File: config.mk
export PLATFORM = sky130hd
export DESIGN_NAME = mc_control_fsm
export DESIGN_NICKNAME = d
export VERILOG_FILES = /design/src/rtl/mc_pkg.sv /design/src/rtl/mc_alu_decode.sv /design/src/rtl/mc_control_fsm.sv
export SDC_FILE = /design/constraint.sdc
export NUM_CORES = 1
export LEC_CHECK = 0
export CAP_MARGIN = 10
export CORE_UTILIZATION = 30
export CTS_BUF_LIST = sky130_fd_sc_hd__clkbuf_4 sky130_fd_sc_hd__clkbuf_8
export DETAILED_ROUTE_END_ITERATION = 8
export MAX_ROUTING_LAYER = met4
export PLACE_DENSITY = 0.6
export SETUP_SLACK_MARGIN = 0.4
export SLEW_MARGIN = 20
export SYNTH_ARGS = -nofsm -noshare
export SYNTH_HDL_FRONTEND = slang
export SYNTH_HIERARCHICAL = 1
export SYNTH_SLANG_ARGS = --single-unit
File: constraint.sdc
create_clock -name clk -period 3.54 [get_ports clk]
set_input_delay 1.062 -clock clk [delete_from_list [all_inputs] [get_ports clk]]
set_output_delay 1.062 -clock clk [all_outputs]
set_load 0.1 [all_outputs]
File: src/rtl/mc_pkg.sv
// Shared encodings for the multicycle controller: ALU ops, opcodes, selects, states.
// Build option MC_ADDI_EN adds the addi execute/write-back states.
package mc_pkg;

   localparam int OP_W = 6;

   localparam logic [1:0] ALU_ADD = 2'b00;
   localparam logic [1:0] ALU_SUB = 2'b01;
   localparam logic [1:0] ALU_OR  = 2'b10;
   localparam logic [1:0] ALU_AND = 2'b11;

   localparam logic [OP_W-1:0] OP_RTYPE = 6'b000000;
   localparam logic [OP_W-1:0] OP_LW    = 6'b100011;
   localparam logic [OP_W-1:0] OP_SW    = 6'b101011;
   localparam logic [OP_W-1:0] OP_BEQ   = 6'b000100;
   localparam logic [OP_W-1:0] OP_J     = 6'b000010;
   localparam logic [OP_W-1:0] OP_ADDI  = 6'b001000;

   localparam logic [OP_W-1:0] FN_ADD = 6'b100000;
   localparam logic [OP_W-1:0] FN_SUB = 6'b100010;
   localparam logic [OP_W-1:0] FN_OR  = 6'b100101;
   localparam logic [OP_W-1:0] FN_AND = 6'b100100;

   localparam logic [1:0] SRCB_B       = 2'b00;
   localparam logic [1:0] SRCB_FOUR    = 2'b01;
   localparam logic [1:0] SRCB_IMM     = 2'b10;
   localparam logic [1:0] SRCB_IMM_SH2 = 2'b11;

   localparam logic [1:0] PCSRC_ALU    = 2'b00;
   localparam logic [1:0] PCSRC_TARGET = 2'b10;
   localparam logic [1:0] PCSRC_JUMP   = 2'b11;

   typedef enum logic [3:0] {
      S_FETCH   = 4'd0,
      S_DECODE  = 4'd1,
      S_MEMADR  = 4'd2,
      S_MEMRD   = 4'd3,
      S_MEMWB   = 4'd4,
      S_MEMWR   = 4'd5,
      S_EXEC    = 4'd6,
      S_RWB     = 4'd7,
      S_BR_TGT  = 4'd8,
      S_BR_CMP  = 4'd9,
      S_BR_RES  = 4'd10,
      S_JUMP    = 4'd11,
      S_ADDI_EX = 4'd12,
      S_ADDI_WB = 4'd13,
      S_ILLEGAL = 4'd14
   } state_e;

   typedef struct packed {
      logic       mem_read;
      logic       mem_write;
      logic       iord;
      logic       pc_write;
      logic [1:0] pc_source;
      logic       target_write;
      logic       alu_src_a;
      logic [1:0] alu_src_b;
      logic [1:0] aluctrl;
      logic       reg_write;
      logic       reg_dst;
      logic       mem_to_reg;
      logic       illegal;
   } ctrl_t;

   // Input-independent part of each state's outputs; ir_write, the EXEC
   // aluctrl and the BR_RES pc_write are resolved in the top.
   function automatic ctrl_t state_ctrl(state_e s);
      ctrl_t c;
      c = '0;
      case (s)
         S_FETCH: begin
            c.mem_read  = 1'b1;
            c.alu_src_b = SRCB_FOUR;
            c.aluctrl   = ALU_ADD;
         end
         S_DECODE: begin
            c.pc_write  = 1'b1;
            c.pc_source = PCSRC_ALU;
         end
         S_MEMADR: begin
            c.alu_src_a = 1'b1;
            c.alu_src_b = SRCB_IMM;
         end
         S_MEMRD: begin
            c.mem_read = 1'b1;
            c.iord     = 1'b1;
         end
         S_MEMWB: begin
            c.reg_write  = 1'b1;
            c.mem_to_reg = 1'b1;
         end
         S_MEMWR: begin
            c.mem_write = 1'b1;
            c.iord      = 1'b1;
         end
         S_EXEC: begin
            c.alu_src_a = 1'b1;
            c.alu_src_b = SRCB_B;
         end
         S_RWB: begin
            c.reg_write = 1'b1;
            c.reg_dst   = 1'b1;
         end
         S_BR_TGT: c.alu_src_b = SRCB_IMM_SH2;
         S_BR_CMP: begin
            c.target_write = 1'b1;
            c.alu_src_a    = 1'b1;
            c.alu_src_b    = SRCB_B;
            c.aluctrl      = ALU_SUB;
         end
         S_BR_RES: c.pc_source = PCSRC_TARGET;
         S_JUMP: begin
            c.pc_write  = 1'b1;
            c.pc_source = PCSRC_JUMP;
         end
`ifdef MC_ADDI_EN
         S_ADDI_EX: begin
            c.alu_src_a = 1'b1;
            c.alu_src_b = SRCB_IMM;
         end
         S_ADDI_WB: c.reg_write = 1'b1;
`endif
         S_ILLEGAL: c.illegal = 1'b1;
         default: ;
      endcase
      return c;
   endfunction

endpackage

File: src/rtl/mc_alu_decode.sv
// R-type funct decode: ALU operation plus a flag saying the funct is supported.
module mc_alu_decode
   import mc_pkg::*;
#(
   parameter int OPW = 6
) (
   input  logic [OPW-1:0] funct_i,
   output logic [1:0]     aluctrl_o,
   output logic           funct_legal_o
);

   always_comb begin
      aluctrl_o     = ALU_ADD;
      funct_legal_o = 1'b1;
      case (funct_i)
         FN_ADD:  aluctrl_o = ALU_ADD;
         FN_SUB:  aluctrl_o = ALU_SUB;
         FN_OR:   aluctrl_o = ALU_OR;
         FN_AND:  aluctrl_o = ALU_AND;
         default: funct_legal_o = 1'b0;
      endcase
   end

endmodule

File: src/rtl/mc_control_fsm.sv
// Multicycle main controller: sequences fetch/decode/execute and drives datapath selects.
// Build option MC_ADDI_EN enables opcode 001000 (addi); otherwise it traps as illegal.
module mc_control_fsm
   import mc_pkg::*;
#(
   parameter int AW  = 32,
   parameter int OPW = 6
) (
   input  logic           clk,
   input  logic           rst_n,
   input  logic [OPW-1:0] opcode,
   input  logic [OPW-1:0] funct,
   input  logic           zero,
   input  logic           mem_ready,
   output logic           mem_read,
   output logic           mem_write,
   output logic           iord,
   output logic           ir_write,
   output logic           pc_write,
   output logic [1:0]     pc_source,
   output logic           target_write,
   output logic           alu_src_a,
   output logic [1:0]     alu_src_b,
   output logic [1:0]     aluctrl,
   output logic           reg_write,
   output logic           reg_dst,
   output logic           mem_to_reg,
   output logic           illegal,
   output logic [3:0]     state
);

   if (AW < 8) begin : g_aw_check
      $error("mc_control_fsm: AW must be at least 8");
   end

   state_e     state_q, state_d;
   ctrl_t      ctrl_q;
   logic       run_q;
   logic [1:0] exec_aluctrl;
   logic       funct_legal;

   mc_alu_decode #(.OPW(OPW)) u_alu_decode (
      .funct_i       (funct),
      .aluctrl_o     (exec_aluctrl),
      .funct_legal_o (funct_legal)
   );

   // run_q holds the machine idle for the first edge after reset so that
   // outputs stay all-zero until FETCH is actually entered.
   always_comb begin
      // NOTE: state_d is defaulted before the case so no path leaves it unassigned (no latch).
      state_d = state_q;
      if (!run_q) begin
         state_d = S_FETCH;
      end else begin
         case (state_q)
            S_FETCH: if (mem_ready) state_d = S_DECODE;
            S_DECODE: begin
               case (opcode)
                  OP_RTYPE:     state_d = S_EXEC;
                  OP_LW, OP_SW: state_d = S_MEMADR;
                  OP_BEQ:       state_d = S_BR_TGT;
                  OP_J:         state_d = S_JUMP;
`ifdef MC_ADDI_EN
                  OP_ADDI:      state_d = S_ADDI_EX;
`endif
                  default:      state_d = S_ILLEGAL;
               endcase
            end
            S_MEMADR:  state_d = (opcode == OP_SW) ? S_MEMWR : S_MEMRD;
            S_MEMRD:   if (mem_ready) state_d = S_MEMWB;
            S_MEMWR:   if (mem_ready) state_d = S_FETCH;
            S_EXEC:    state_d = funct_legal ? S_RWB : S_ILLEGAL;
            S_BR_TGT:  state_d = S_BR_CMP;
            S_BR_CMP:  state_d = S_BR_RES;
`ifdef MC_ADDI_EN
            S_ADDI_EX: state_d = S_ADDI_WB;
`endif
            default:   state_d = S_FETCH;
         endcase
      end
   end

   // Outputs are registered from the next state, so they always match state_q.
   always_ff @(posedge clk or negedge rst_n) begin
      if (!rst_n) begin
         state_q <= S_FETCH;
         ctrl_q  <= '0;
         run_q   <= 1'b0;
      end else begin
         // NOTE: non-blocking assignments keep every register sampling pre-edge values.
         state_q <= state_d;
         ctrl_q  <= state_ctrl(state_d);
         run_q   <= 1'b1;
      end
   end

   assign mem_read     = ctrl_q.mem_read;
   assign mem_write    = ctrl_q.mem_write;
   assign iord         = ctrl_q.iord;
   assign pc_source    = ctrl_q.pc_source;
   assign target_write = ctrl_q.target_write;
   assign alu_src_a    = ctrl_q.alu_src_a;
   assign alu_src_b    = ctrl_q.alu_src_b;
   assign reg_write    = ctrl_q.reg_write;
   assign reg_dst      = ctrl_q.reg_dst;
   assign mem_to_reg   = ctrl_q.mem_to_reg;
   assign illegal      = ctrl_q.illegal;
   assign state        = state_q;

   // Input-dependent outputs; all qualified by state_q, which reset forces to FETCH.
   assign ir_write = run_q && (state_q == S_FETCH) && mem_ready;
   assign pc_write = ctrl_q.pc_write || ((state_q == S_BR_RES) && zero);
   assign aluctrl  = (state_q == S_EXEC) ? exec_aluctrl : ctrl_q.aluctrl;

endmodule

==> results.toml, run 1 <==
[outcome]
status = "finished with violations"
violations = "setup timing"

[setup_path]
path_class = "in -> out"
reg2reg_to = "reg_dst$_DFF_PN0_"
reg2reg_from = "state[2]$_DFF_PN0_"
crit_path_end = "ir_write"
reg2reg_slack_ps = 1430
rr_worst_depth = 6
worstPathRequired_ps = 2480
arrival_ps = 3010
crit_cells = 9
crit_slowest_cell = "or3b_4"
critPathMaxStageDelay_ps = 400
crit_buf_inv = 2
worstPathMaxFanout = 2
startpoint_type = "primary input"
path_cells = "buf_6, or3b_4, a211oi_4, and4b_1, a211oi_2, o221a_4, or2_4, nor3_4, buf_12"
cp_top_family = "simple AND/OR/NAND/NOR gates"
critPathCaptureType = "output port"
startpoint = "funct[3]"

[clocking]
root_buffer = "clkbuf_8"
cts_tree = "built"
numCtsBuffers = 3
clk_pin_slew_ps = 70
numClockSinks = 19
ctsHtreeMaxLevel = 1
clk_path_buf_depth = 2
insertion_delay_ps = 250

[synthesis]
synth_top_area_frac = 0.407
synth_edf_count = 0
syn_area_mm2 = 0.00117
synth_top_area_cell = "dfrtp_1"
synthTopCellsByArea = "dfrtp_1, nor3b_1, xnor2_1, nor2_1, buf_4"
synth-main-ff-cell = "dfrtp_1"
synth_area_per_cell_um2 = 10.1
ys_types = 48
postSynthCellCount = 116
ys_seq_elements = 19
yosysWarnings = 6
seq_area_frac_synth = 0.407
async_flop_share = 1.00
synth.net_count = 132

[sta]
min_period_over_period = 1.15
maxClockFrequency_mhz = 246
slew_violations = 0
finClkSkew_ps = 2.21
slew_headroom = 0.461
postLayoutSetupSlackWorst_ps = -531
tightest_slew_ps = 806
finalCriticalPeriod_ps = 4070
rsz0062_at_grt = "true"
setup_viol = 1
hold_violations = 0

[power_and_ir_drop]
pwr-share-seq = 0.179
cell_internal_pwr_mw = 0.805
cellPowerDensity_mw_per_mm2 = 918
pwr-share-comb = 0.738
switching_share = 0.539
p_sw_mw = 0.941
pwr-share-clk = 0.083
ir_worst_vdd_v = 0.000829
p_leak_nw = 0.845

[drt]
highest_layer = "met4"
drc = 0
wl_met1_um = 1310
wl_per_cell_um = 13.7
wl_met3_um = 135
wl_met2_um = 1680
drt_pass1_iterations = 4
avgViaCountPerCell = 4.99
drt-initial-drc-count = 22
num_vias = 1137
drtAntennaViolNets = 0
routed_wl_um = 3130

[floorplan]
coreArea_mm2 = 0.00369
die_w_um = 64.4
die_area_mm2 = 0.00415
row_count = 22
pin_count = 37
die_h_um = 64.4
initial_core_util = 0.317

[final_layout]
syn2layout_area_growth_pct = 62.6
n_antenna_cell = 0
largest_register_ffs = 4
final_common_cell = "buf_4"
nets = 197
final_design_area_no_fill_mm2 = 0.00190
final_cell_mix = "buf_4, dfrtp_1, nor2_1"
post-route-util = 0.515
drive_gt1_frac = 0.506

[global_route]
antenna_found_initial = 0
grt_pass1_vias = 1149
grt_max_degree = 20
grtUsageTotal = 0.165
gr-total-overflow = 0
grt_pass1_wl_um = 5220

[placed_design]
gp_congestion = 0.826
dp_hpwl_um = 2320
placement.io_buffers = 36
placed_area_mm2 = 0.00176

[hold_path]
min_path_type = "reg -> reg"

[flow_run]
maxCapViolations = 0
[cells by family after synthesis]
family / share of synthesized area
AO/OA/AOI/OAI: 0.183
XOR/XNOR: 0.0300
buffers and inverters: 0.0610
flip-flops: 0.407
multiplexers: 0.00964
other: 0.00321
AND/OR/NAND/NOR: 0.306
[cell usage after synthesis, types with 2 or more instances]
cell type	count
dfrtp_1	19
nor2_1	9
nor3b_1	6
nand2_1	5
a21oi_1	4
buf_4	4
nand3_1	4
nor2b_1	4
o21ai_0	4
xnor2_1	4
and2_1	3
buf_2	3
nor3_1	3
or3_1	3
clkbuf_1	2
inv_1	2
nand2b_1	2
nor3_2	2
nor4_1	2
nor4b_1	2
or3b_4	2
[per-layer routing]
layer / vias up / GRT usage
met5: - / -
met4: 0 / 0.0306
met3: 2 / 0.0246
met2: 28 / 0.293
met1: 565 / 0.199
li1: 542 / -
[worst min-delay path by stage]
stage | start | end | slack (ps) | depth (start not counted)
3_3_place_gp | run_q$_DFF_PN0_ | mem_read$_DFF_PN0_ | 640 | 2
6_report | run_q$_DFF_PN0_ | mem_read$_DFF_PN0_ | 670 | 2
2_1_floorplan | run_q$_DFF_PN0_ | mem_read$_DFF_PN0_ | 570 | 2
4_1_cts | run_q$_DFF_PN0_ | mem_read$_DFF_PN0_ | 690 | 2
5_1_grt | run_q$_DFF_PN0_ | mem_read$_DFF_PN0_ | 710 | 2
3_5_place_dp | run_q$_DFF_PN0_ | mem_read$_DFF_PN0_ | 660 | 2
[worst min-delay path: stages, from the launching register on]
cell and delay [ps]:
dfrtp_1 380, o21a_1 170, o31ai_1 80
[power by group through the flow]
stage	clock [mW]	sequential [mW]	combinational, mW
6_report	0.145	0.313	1.29
3_5_place_dp	0	0.313	1.25
4_1_cts	0.151	0.312	1.28
2_1_floorplan	0	0.596	0.632
5_1_grt	0.161	0.320	1.36
3_3_place_gp	0	0.312	1.24
[metrics by stage]
stage | setup WS, ps | cells | total power, mW | setup TNS (ps) | hold slack, ps
floorplan | -851 | 116 | 1.23 | -1090 | 574
finish | -531 | 228 | 1.75 | -531 | 668
detailed placement | -837 | 219 | 1.57 | -991 | 660
global placement | -798 | 219 | 1.55 | -940 | 637
global route | -588 | 228 | 1.84 | -588 | 707
CTS | -510 | 227 | 1.74 | -510 | 686
[timing repair]
action / CTS / global route
setup endpoints to repair: 3 / 4
pin swaps: 9 / 5
buffers inserted: 4 / 1
hold buffers: 0 / 0
gates resized for setup: 34 / 8
[area by class of cell]
class	count	area [um^2]
Timing Repair Buffer	70	593
Clock buffer	3	41.3
Fill cell	372	1790
Tap cell	48	60.1
Multi-Input combinational cell	85	716
Inverter	2	7.51
Sequential cell	19	478
Clock inverter	1	5.00
Power figures use the tool's default switching activity.
==> inputs of run 2 (changes only) <==
--- a/config.mk
+++ b/config.mk
@@ -6,8 +6,10 @@
 export NUM_CORES = 1
 export LEC_CHECK = 0
 export CAP_MARGIN = 10
+export CORE_MARGIN = 2
 export CORE_UTILIZATION = 30
 export CTS_BUF_LIST = sky130_fd_sc_hd__clkbuf_4 sky130_fd_sc_hd__clkbuf_8
+export CTS_CLUSTER_DIAMETER = 150
 export DETAILED_ROUTE_END_ITERATION = 8
 export MAX_ROUTING_LAYER = met4
 export PLACE_DENSITY = 0.6
==> results.toml, run 2 (same netlist as run 1, synthesis figures left out) <==
[outcome]
status = "finished with violations"
violations = "setup timing"

[hold_path]
min_path_type = "reg -> reg"

[setup_path]
path_class = "in -> out"
startpoint = "opcode[0]"
reg2reg_slack_ps = 1270
reg2reg_from = "state[1]$_DFF_PN0_"
critPathMaxStageDelay_ps = 520
cp_top_family = "simple AND/OR/NAND/NOR gates"
crit_path_end = "ir_write"
crit_cells = 7
critPathCaptureType = "output port"
startpoint_type = "primary input"
path_cells = "clkdlybuf4s15_1, or3_1, or4_1, o221a_2, or2_4, nor3_4, buf_12"
crit_buf_inv = 2
reg2reg_to = "alu_src_a$_DFF_PN0_"
rr_worst_depth = 7
crit_slowest_cell = "or4_1"
worstPathMaxFanout = 3
arrival_ps = 2970
worstPathRequired_ps = 2480

[flow_run]
maxCapViolations = 0

[final_layout]
fill_cells = 331
final_cell_mix = "buf_4, dfrtp_1, buf_6"
final_common_cell = "buf_4"
syn2layout_area_growth_pct = 69.2
drive_gt1_frac = 0.529
nets = 206
largest_register_ffs = 4
n_antenna_cell = 0

[power_and_ir_drop]
pwr-share-seq = 0.176
p_sw_mw = 0.947
cellPowerDensity_mw_per_mm2 = 897
switching_share = 0.534
pwr-share-comb = 0.738
p_leak_nw = 0.901
ir_worst_vdd_v = 0.000527
cell_internal_pwr_mw = 0.826
pwr-share-clk = 0.086

[floorplan]
pin_count = 37
row_count = 22
die_w_um = 66.4
coreArea_mm2 = 0.00372
initial_core_util = 0.314
die_area_mm2 = 0.00441
die_h_um = 66.4

[clocking]
numCtsBuffers = 3
ctsHtreeMaxLevel = 1
clk_pin_slew_ps = 70
root_buffer = "clkbuf_8"
cts_tree = "built"
numClockSinks = 19
clk_path_buf_depth = 2
insertion_delay_ps = 250

[sta]
slew_headroom = 0.429
setup_viol = 3
slew_violations = 0
postLayoutSetupSlackWorst_ps = -495
hold_violations = 0
tightest_slew_ps = 853
finalCriticalPeriod_ps = 4030
fin_setup_tns_ps = -1320
maxClockFrequency_mhz = 248
rsz0062_at_grt = "true"
min_period_over_period = 1.14
finClkSkew_ps = 4.17

[placed_design]
placement.io_buffers = 36
dp_hpwl_um = 2300
pre_cts_slack_ps = -794
gp_congestion = 0.930

[drt]
drtAntennaViolNets = 0
drc = 0
num_vias = 1171
wl_per_cell_um = 13.7
routed_wl_um = 3240
avgViaCountPerCell = 4.94
drt-initial-drc-count = 29
drt_pass1_iterations = 4

[global_route]
grt_pass1_vias = 1215
antenna_found_initial = 0
grtUsageTotal = 0.163
grt_max_degree = 20
gr-total-overflow = 0
grt_pass1_wl_um = 5490
[run 2: tightest hold or removal path, delay by kind of cell (launching register included)]
| family | cells | cell delay [ps] |
|---|---|---|
| flip-flops | 1 | 380 |
| AO/OA/AOI/OAI | 2 | 230 |
[run 2: through the flow]
| step | power (mW) | instances | cell area [um^2] | util | hold WS, ps |
|---|---|---|---|---|---|
| global placement | 1.55 | 220 | 1760 | 0.474 | 644 |
| detailed placement | 1.56 | 220 | 1760 | 0.474 | 628 |
| CTS | 1.76 | 237 | 1950 | 0.524 | 658 |
| floorplan | 1.23 | 116 | 1180 | - | 574 |
| finish | 1.77 | 237 | 1980 | 0.532 | 653 |
| global route | 1.86 | 237 | 1980 | 0.532 | 684 |
[run 2: cell type report]
cell class	instances	area [um^2]	area share
Multi-Input combinational cell	85	699	0.354
Inverter	2	7.51	0.00380
Clock buffer	4	48.8	0.0247
Sequential cell	19	478	0.242
Tap cell	48	60.1	0.0304
Timing Repair Buffer	79	683	0.346
[run 2: layer usage]
metal | share of wire | track usage
met1 | 0.43 | 0.193
met2 | 0.52 | 0.288
met3 | 0.045 | 0.0341
met4 | 0.0052 | 0.0281
met5 | 0 | -
[run 2: how the worst min path moves through the flow]
stage                          startpoint                      to  slack [ps]  depth (start not counted)
final                     run_q$_DFF_PN0_      mem_read$_DFF_PN0_         650                          2
after global routing      run_q$_DFF_PN0_  alu_src_b[0]$_DFF_PN0_         680                          2
after CTS                 run_q$_DFF_PN0_      mem_read$_DFF_PN0_         660                          2
after detailed placement  run_q$_DFF_PN0_      mem_read$_DFF_PN0_         630                          2
after global placement    run_q$_DFF_PN0_      mem_read$_DFF_PN0_         640                          2
after floorplan           run_q$_DFF_PN0_      mem_read$_DFF_PN0_         570                          2
[run 2: power groups by stage]
stage | combinational, mW | sequential [mW] | clock, mW
finish | 1.31 | 0.312 | 0.152
global placement | 1.24 | 0.313 | 0
detailed placement | 1.25 | 0.315 | 0
global route | 1.37 | 0.319 | 0.168
floorplan | 0.632 | 0.596 | 0
CTS | 1.29 | 0.314 | 0.157
[run 2: timing repair]
action,in CTS,in global routing
pin swaps,13,3
buffers inserted,13,0
resized for setup,40,12
setup endpoints to repair,3,6
hold buffers,0,0
